File: src/rtl/sysarray44_feeder.sv
// Operand sequencer for the 4x4 output-stationary systolic array: holds A/B,
// clears the array, then streams both matrices diagonally skewed onto its edges.
module sysarray44_feeder #(
    parameter int DATA_W = 32,
    parameter int CNT_W  = 4
) (
    input  logic              clk,
    input  logic              rst,
    input  logic              wr_en,
    input  logic              wr_sel,
    input  logic [3:0]        wr_addr,
    input  logic [DATA_W-1:0] wr_data,
    input  logic              start,
    output logic              busy,
    output logic              done,
    output logic              array_rst,
    output logic [DATA_W-1:0] out_west0,
    output logic [DATA_W-1:0] out_west4,
    output logic [DATA_W-1:0] out_west8,
    output logic [DATA_W-1:0] out_west12,
    output logic [DATA_W-1:0] out_north0,
    output logic [DATA_W-1:0] out_north1,
    output logic [DATA_W-1:0] out_north2,
    output logic [DATA_W-1:0] out_north3
);

    typedef enum logic [2:0] {IDLE, CLEAR, FEED, DRAIN, DONE} state_t;

    localparam logic [CNT_W-1:0] FEED_LAST  = CNT_W'(6);
    localparam logic [CNT_W-1:0] DRAIN_LAST = CNT_W'(9);

    state_t                  state, state_nx;
    logic [CNT_W-1:0]        cnt, cnt_nx;
    logic [15:0][DATA_W-1:0] a_buf, b_buf;
    logic [3:0][DATA_W-1:0]  west_nx, north_nx, west_q, north_q;
    logic                    feed_nx, busy_nx, done_nx, arst_nx;

    always_ff @(posedge clk or posedge rst) begin
        if (rst) begin
            state <= IDLE;
            cnt   <= '0;
        end else begin
            state <= state_nx;
            cnt   <= cnt_nx;
        end
    end

    always_comb begin
        state_nx = state;
        cnt_nx   = cnt;
        case (state)
            IDLE: begin
                cnt_nx = '0;
                if (start) state_nx = CLEAR;
            end
            CLEAR: begin
                state_nx = FEED;
                cnt_nx   = '0;
            end
            FEED: begin
                cnt_nx = cnt + 1'b1;
                if (cnt == FEED_LAST) state_nx = DRAIN;
            end
            DRAIN: begin
                if (cnt == DRAIN_LAST) begin
                    state_nx = DONE;
                    cnt_nx   = '0;
                end else begin
                    cnt_nx = cnt + 1'b1;
                end
            end
            DONE: state_nx = IDLE;
            default: begin
                state_nx = IDLE;
                cnt_nx   = '0;
            end
        endcase
    end

    // Outputs are decoded from the next state so every edge value is registered.
    always_comb begin
        feed_nx = (state_nx == FEED);
        busy_nx = (state_nx == CLEAR) || (state_nx == FEED) || (state_nx == DRAIN);
        done_nx = (state_nx == DONE);
        arst_nx = (state_nx == CLEAR);
    end

    // Lane l carries element k = c - l: row l of A to the west, column l of B north.
    for (genvar l = 0; l < 4; l++) begin : g_lane
        logic [CNT_W:0] k;
        logic           hit;
        assign k           = {1'b0, cnt_nx} - (CNT_W+1)'(l);
        assign hit         = feed_nx && ({1'b0, cnt_nx} >= (CNT_W+1)'(l))
                             && (k <= (CNT_W+1)'(3));
        assign west_nx[l]  = hit ? a_buf[{2'(l), k[1:0]}] : '0;
        assign north_nx[l] = hit ? b_buf[{k[1:0], 2'(l)}] : '0;
    end

    always_ff @(posedge clk or posedge rst) begin
        if (rst) begin
            a_buf <= '0;
            b_buf <= '0;
        end else if (state == IDLE && wr_en) begin
            if (wr_sel) b_buf[wr_addr] <= wr_data;
            else        a_buf[wr_addr] <= wr_data;
        end
    end

    always_ff @(posedge clk or posedge rst) begin
        if (rst) begin
            busy      <= 1'b0;
            done      <= 1'b0;
            array_rst <= 1'b1;
            west_q    <= '0;
            north_q   <= '0;
        end else begin
            busy      <= busy_nx;
            done      <= done_nx;
            array_rst <= arst_nx;
            west_q    <= west_nx;
            north_q   <= north_nx;
        end
    end

    assign out_west0  = west_q[0];
    assign out_west4  = west_q[1];
    assign out_west8  = west_q[2];
    assign out_west12 = west_q[3];
    assign out_north0 = north_q[0];
    assign out_north1 = north_q[1];
    assign out_north2 = north_q[2];
    assign out_north3 = north_q[3];

endmodule

File: config.mk
export PLATFORM = sky130hd
export DESIGN_NAME = sysarray44_feeder
export DESIGN_NICKNAME = d
export VERILOG_FILES = /design/src/rtl/sysarray44_feeder.sv
export SDC_FILE = /design/constraint.sdc
export NUM_CORES = 2
export LEC_CHECK = 0
export ABC_AREA = 1
export BUFFER_PORTS_ARGS = -buffer_cell sky130_fd_sc_hd__buf_4
export CAP_MARGIN = 0
export CORE_MARGIN = 1
export CORE_UTILIZATION = 40
export CTS_CLUSTER_DIAMETER = 100
export DETAILED_ROUTE_END_ITERATION = 6
export SLEW_MARGIN = 15
export SYNTH_ARGS = -nofsm -noshare
export SYNTH_HDL_FRONTEND = slang
export SYNTH_SLANG_ARGS = --single-unit
export TNS_END_PERCENT = 5
File: constraint.sdc
create_clock -name clk -period 43.7 [get_ports clk]
set_clock_uncertainty 0.2 [all_clocks]
set_input_delay 8.74 -clock clk [delete_from_list [all_inputs] [get_ports clk]]
set_output_delay 8.74 -clock clk [all_outputs]
set_load 0.1 [all_outputs]
Word level (Yosys, flattened, before mapping) --
Cells that the tools add are included.
Word-level totals: word-level logic and storage cells 125, bits of input ports 41, output and inout port bits 259, register bits 1290
Operators by class: muxes and demuxes 34, $lt $le $gt $ge 17, equal/unequal tests 10, reduce and logical (&&, ||, !) cells 14, add/subtract/negate cells 4, bitwise gates (word level) 1
Operators with widths (number):
- bitwise mux 512 bit | 2
- two-way mux 32 bit | 17
- binary-select mux 32 bit (select 2 bit) | 8
- demux 32 bit (select 4 bit) | 1
- less-than comparator 4 x 5 -> 1 bit, second input constant | 7
- <= comparator 5 x 2 -> 1 bit, second input constant | 3
- equality test 3 x 2 -> 1 bit, second input constant | 4
- one-hot mux 3 bit (4 select lines) | 1
- one-hot mux 4 bit (3 select lines) | 1
- subtractor 4 x 2 -> 5 bit, second input constant | 2
- logical AND 1 bit | 9
- two-way mux 3 bit | 3
- greater-or-equal comparator 4 x 1 -> 1 bit, second input constant | 2
- greater-or-equal comparator 4 x 2 -> 1 bit, second input constant | 2
- equality test 3 x 1 -> 1 bit, second input constant | 2
- equality test 3 bit, second input constant | 2
- less-than comparator 2 x 5 -> 1 bit, second input constant | 1
- less-than comparator 3 x 5 -> 1 bit, second input constant | 1
- subtractor 4 x 1 -> 5 bit, second input constant | 1
- adder 4 x 1 -> 4 bit, second input constant | 1
- equality test 4 x 3 -> 1 bit, second input constant | 1
- equality test 4 bit, second input constant | 1
- <= comparator 4 x 2 -> 1 bit, second input constant | 1
- two-way mux 4 bit | 1
- other kinds (4) | 6

Depth between registers and ports, before layout --
word-level depth 7, mapped depth 18, mapped depth without buffers 14

Worst setup path after synthesis --
No wires, ideal clock.
path kind input to register, from input wr_sel, to register a_buf[456] (netlist bit), slack 33.457 ns, required time 43.375 ns, path buffers 2, setup time 0.125 ns, stages on the path 6, data arrival time 9.918 ns, cell sequence inv_1 > nand4_2 > buf_2 > nor2_2 > buf_4 > mux2_2
On the way: word-level cells in the longest chain between the ends 2
Ends and longest elaborated chain:
- start, declared | line 10 | input logic wr_sel,
- inverter 1 bit (no source line)
- AND reduction 2 bit (no source line)
- end signal, assigned by index | line 105 | else a_buf[wr_addr] <= wr_data;
- end, declared | line 34 | logic [15:0][DATA_W-1:0] a_buf, b_buf;
No other way between the ends. A chain may end at the register's enable or synchronous reset.

==> flow_metrics.env <==
export IMPL_grt_start_max_net_pins=164
export IMPL_synth_sequential_area_ratio_pct=57.87
export IMPL_vias=39250
export IMPL_worst_slew_pin_transition_ns=1.133
export IMPL_comb_power_share_pct=48.7
export IMPL_cts_buffers_inserted=141
export IMPL_clock_transition_at_path_regs_ns=0.06
export IMPL_grt_first_pass_wirelength_mm=234.5
export IMPL_viasPerCell=5.080
export IMPL_fraction_of_power_spent_switching_nets_pct=46.99
export IMPL_final_hold_worst_slack_ns=0.2816
export IMPL_reg2reg_depth=12
export IMPL_h_tree_depth=4
export IMPL_dominantRegCellSynth="sky130_fd_sc_hd__dfrtp_1"
export IMPL_total_routing_resource_utilization_after_global_routing_pct=21.52
export IMPL_die_area_um2=141000
export IMPL_drtIter0Drc=3233
export IMPL_grt_antenna_before_repair=8
export IMPL_portion_of_netlist_area_occupied_by_mux_cells_pct=9.709
export IMPL_cts_sink_count=1290
export IMPL_worstHoldPathType="reg -> reg"
export IMPL_final_period_minus_worst_setup_slack_ns=12.32
export IMPL_io_pin_count=300
export IMPL_worst_setup_path_end_kind="asynchronous set/reset pin"
export IMPL_cellPowerDensity_nw_per_um2=80.24
export IMPL_final_period_utilization_pct=28.19
export IMPL_postSynthAreaPerCell_um2=9.813
export IMPL_netlist_instances=5685
export IMPL_first_global_vias=38480
export IMPL_max_cap_violations=0
export IMPL_cp_startpoint="rst"
export IMPL_synthSimpleGateAreaFrac_pct=10.19
export IMPL_clockRootBuffer="sky130_fd_sc_hd__clkbuf_16"
export IMPL_syn_num_nets=5739
export IMPL_drt_wirelength_per_cell_um=19.37
export IMPL_post_cts_repair_setup_buffers=0
export IMPL_timing_setup_tns_ns=0
export IMPL_synth_compound_area_share_pct=13.02
export IMPL_final_antenna_net_count=0
export IMPL_coreArea_um2=138000
export IMPL_met3_usage_pct=3.815
export IMPL_initial_utilization_pct=40.42
export IMPL_hold_path_origin="b_buf[447]"
export IMPL_globalRoute_totalOverflow=0
export IMPL_leakage_nw=31.54
export IMPL_slew_limit_headroom_pct=24.09
export IMPL_place_detailed_hpwl_mm=86.95
export IMPL_grtUsageMet2_pct=33.25
export IMPL_synthArstFlopShare_pct=100.0
export IMPL_top_regs="a_buf: 512 flops, b_buf: 512 flops"
export IMPL_synth_cell_area_um2=55790
export IMPL_p_clk_share_pct=23.8
export IMPL_peakVddDrop_mv=0.1136
export IMPL_grt_use_met1_pct=30.91
export IMPL_cts_tree="done"
export IMPL_die_h_um=375.5
export IMPL_r2r_setup_slack_ns=38.41
export IMPL_buffer_ports_inserted=299
export IMPL_crit_path_end="out_north0[6]"
export IMPL_remaining_drc_errors=0
export IMPL_netlist_cell_type_count=32
export IMPL_outcome="finished, final reports clean"
export IMPL_syn2layout_area_growth_pct=14.34
export IMPL_final_max_slew_violation_count=0
export IMPL_finalWirelength_mm=149.7
export IMPL_yosys_area_share_adder_pct=0.2916
export IMPL_crit_path_kind="in -> async"
export IMPL_switchingPower_mw=2.405
export IMPL_clk_insertion_delay_late_ns=0.77
export IMPL_timing_critical_path_arrival_ns=12.88
export IMPL_crit_reg2reg_launch="cnt[1]"
export IMPL_synth_xor_area_share_pct=0
export IMPL_internal_power_mw=2.713
export IMPL_cp_start_kind="input port"
export IMPL_finalSetupViolations=0
export IMPL_report_final_hold_viol_count=0
export IMPL_floorplan_rows=136
export IMPL_global_route_peak_usage_layer="met2"
export IMPL_synth_edff_count=0
export IMPL_path_max_fanout=163
export IMPL_synth_ff_latch_count=1290
export IMPL_detail_route_first_pass_iterations=6
export IMPL_cts_hold_fix_buffers=0
export IMPL_finish_net_count=5813
export IMPL_cp_data_required_time_ns=44.26
export IMPL_routabilityCongestion=0.7537
export IMPL_regToRegEndpoint="out_north3[31]"
export IMPL_cts_buffer_depth=3
export IMPL_rsz0062_at_grt="no"
export IMPL_sequentialPowerShare_pct=27.5
export IMPL_fraction_of_layout_cells_with_a_size_suffix_above_1_pct=19.45
export IMPL_chipWidth_um=375.5
export IMPL_cts_resized_gates=0
export IMPL_fmax_ghz=0.08116
export IMPL_synth_top_family_by_area="compound AO/OA/AOI/OAI gates"
export IMPL_ys_warnings_count=0
[worst min path at each step]
stage / to / slack (ns) / cells past startpoint
finish: b_buf[447] / 0.28 / 1
global route: b_buf[481] / 0.30 / 1
CTS: b_buf[447] / 0.28 / 1
detailed placement: b_buf[447] / 0.27 / 1
global placement: b_buf[447] / 0.26 / 1
floorplan: b_buf[447] / 0.25 / 1
[cell usage in the layout, fill, tap and decap left out, drive strengths merged, types with 2 or more instances in the layout]
cell type,synthesis,layout
mux2,481,481
a21oi,195,195
bufinv,0,14
dfrtp,1289,1289
nand4,4,4
clkinvlp,0,6
buf,233,371
nand2,1168,1168
nor2,252,252
nand3,23,23
o21ai,672,672
clkbuf,207,192
inv,759,766
clkinv,0,27
o211ai,385,385
diode,0,2
ha,13,13
[power by group through the flow]
stage                     Combinational (mW)  Clock, mW  Sequential, mW
after detailed placement                2.49          0            1.43
after CTS                               2.51       1.25            1.41
final                                   2.49       1.22            1.41
after floorplan                         1.49          0            1.74
after global placement                  2.49          0            1.43
after global routing                    2.73       1.30            1.42
[synth_stat cells (2+ instances only)]
library cell	number	area share (%)
sky130_fd_sc_hd__nand3_1	15	0.13
sky130_fd_sc_hd__nand2_2	5	0.056
sky130_fd_sc_hd__mux2_2	473	9.5
sky130_fd_sc_hd__nor2_4	5	0.10
sky130_fd_sc_hd__mux2_1	8	0.16
sky130_fd_sc_hd__buf_6	24	0.48
sky130_fd_sc_hd__o21ai_0	671	6.0
sky130_fd_sc_hd__inv_2	3	0.020
sky130_fd_sc_hd__nor2_1	221	1.5
sky130_fd_sc_hd__nor2_2	26	0.29
sky130_fd_sc_hd__inv_1	755	5.1
sky130_fd_sc_hd__nand2_1	1163	7.8
sky130_fd_sc_hd__clkbuf_1	207	1.4
sky130_fd_sc_hd__nand3_4	3	0.094
sky130_fd_sc_hd__ha_1	13	0.29
sky130_fd_sc_hd__buf_2	195	1.7
sky130_fd_sc_hd__nand3_2	5	0.090
sky130_fd_sc_hd__a21oi_1	194	1.7
sky130_fd_sc_hd__dfrtp_1	1289	58
sky130_fd_sc_hd__nand4_2	2	0.045
sky130_fd_sc_hd__nand4_1	2	0.022
sky130_fd_sc_hd__buf_4	13	0.17
sky130_fd_sc_hd__o211ai_1	384	5.2
[through the flow]
step           area (um^2)  std cells  total power, mW  setup slack, ns  utilization [%]
6_report             63780       7727            5.118            31.38            46.22
5_1_grt              63780       7725            5.448            30.62            46.22
4_1_cts              63750       7724            5.161            31.18            46.19
3_5_place_dp         59010       7478            3.918            30.35            42.76
3_3_place_gp         59010       7478            3.919            30.39            42.76
2_1_floorplan        55790       5685            3.233            16.93                -
[worst max-delay path, stage by stage]
cell	delay, ns
sky130_fd_sc_hd__buf_4	0.13
sky130_fd_sc_hd__clkinvlp_4	0.59
sky130_fd_sc_hd__buf_4	0.77
sky130_fd_sc_hd__buf_12	0.68
sky130_fd_sc_hd__buf_4	0.86
sky130_fd_sc_hd__buf_4	0.85
[cell type report]
type	count	area, um^2
Fill cell	12880	74220
Sequential cell	1290	32280
Multi-Input combinational cell	3196	18750
Clock buffer	192	4064
Inverter	759	2860
Timing Repair Buffer	371	2821
Tap cell	1863	2331
Clock inverter	54	674.4
Antenna cell	2	5.005
[per-layer routing]
metal  wire [um]  up-vias
met2       67830     1038
met4        3638        8
met1       69820    19540
li1            -    18450
met3        8353      216
met5          51        -
[kinds of logic (layout without fill, tap and decap cells)]
family                     after synthesis  count (layout)
adders and majority gates               13              13
AOI/OAI and AO/OA                     1253            1253
buffers and inverters                 1199            1376
muxes                                  481             481
other                                    0               2
and+or+nand+nor                       1449            1449
DFF                                   1290            1290
Power figures use the tool's default switching activity.
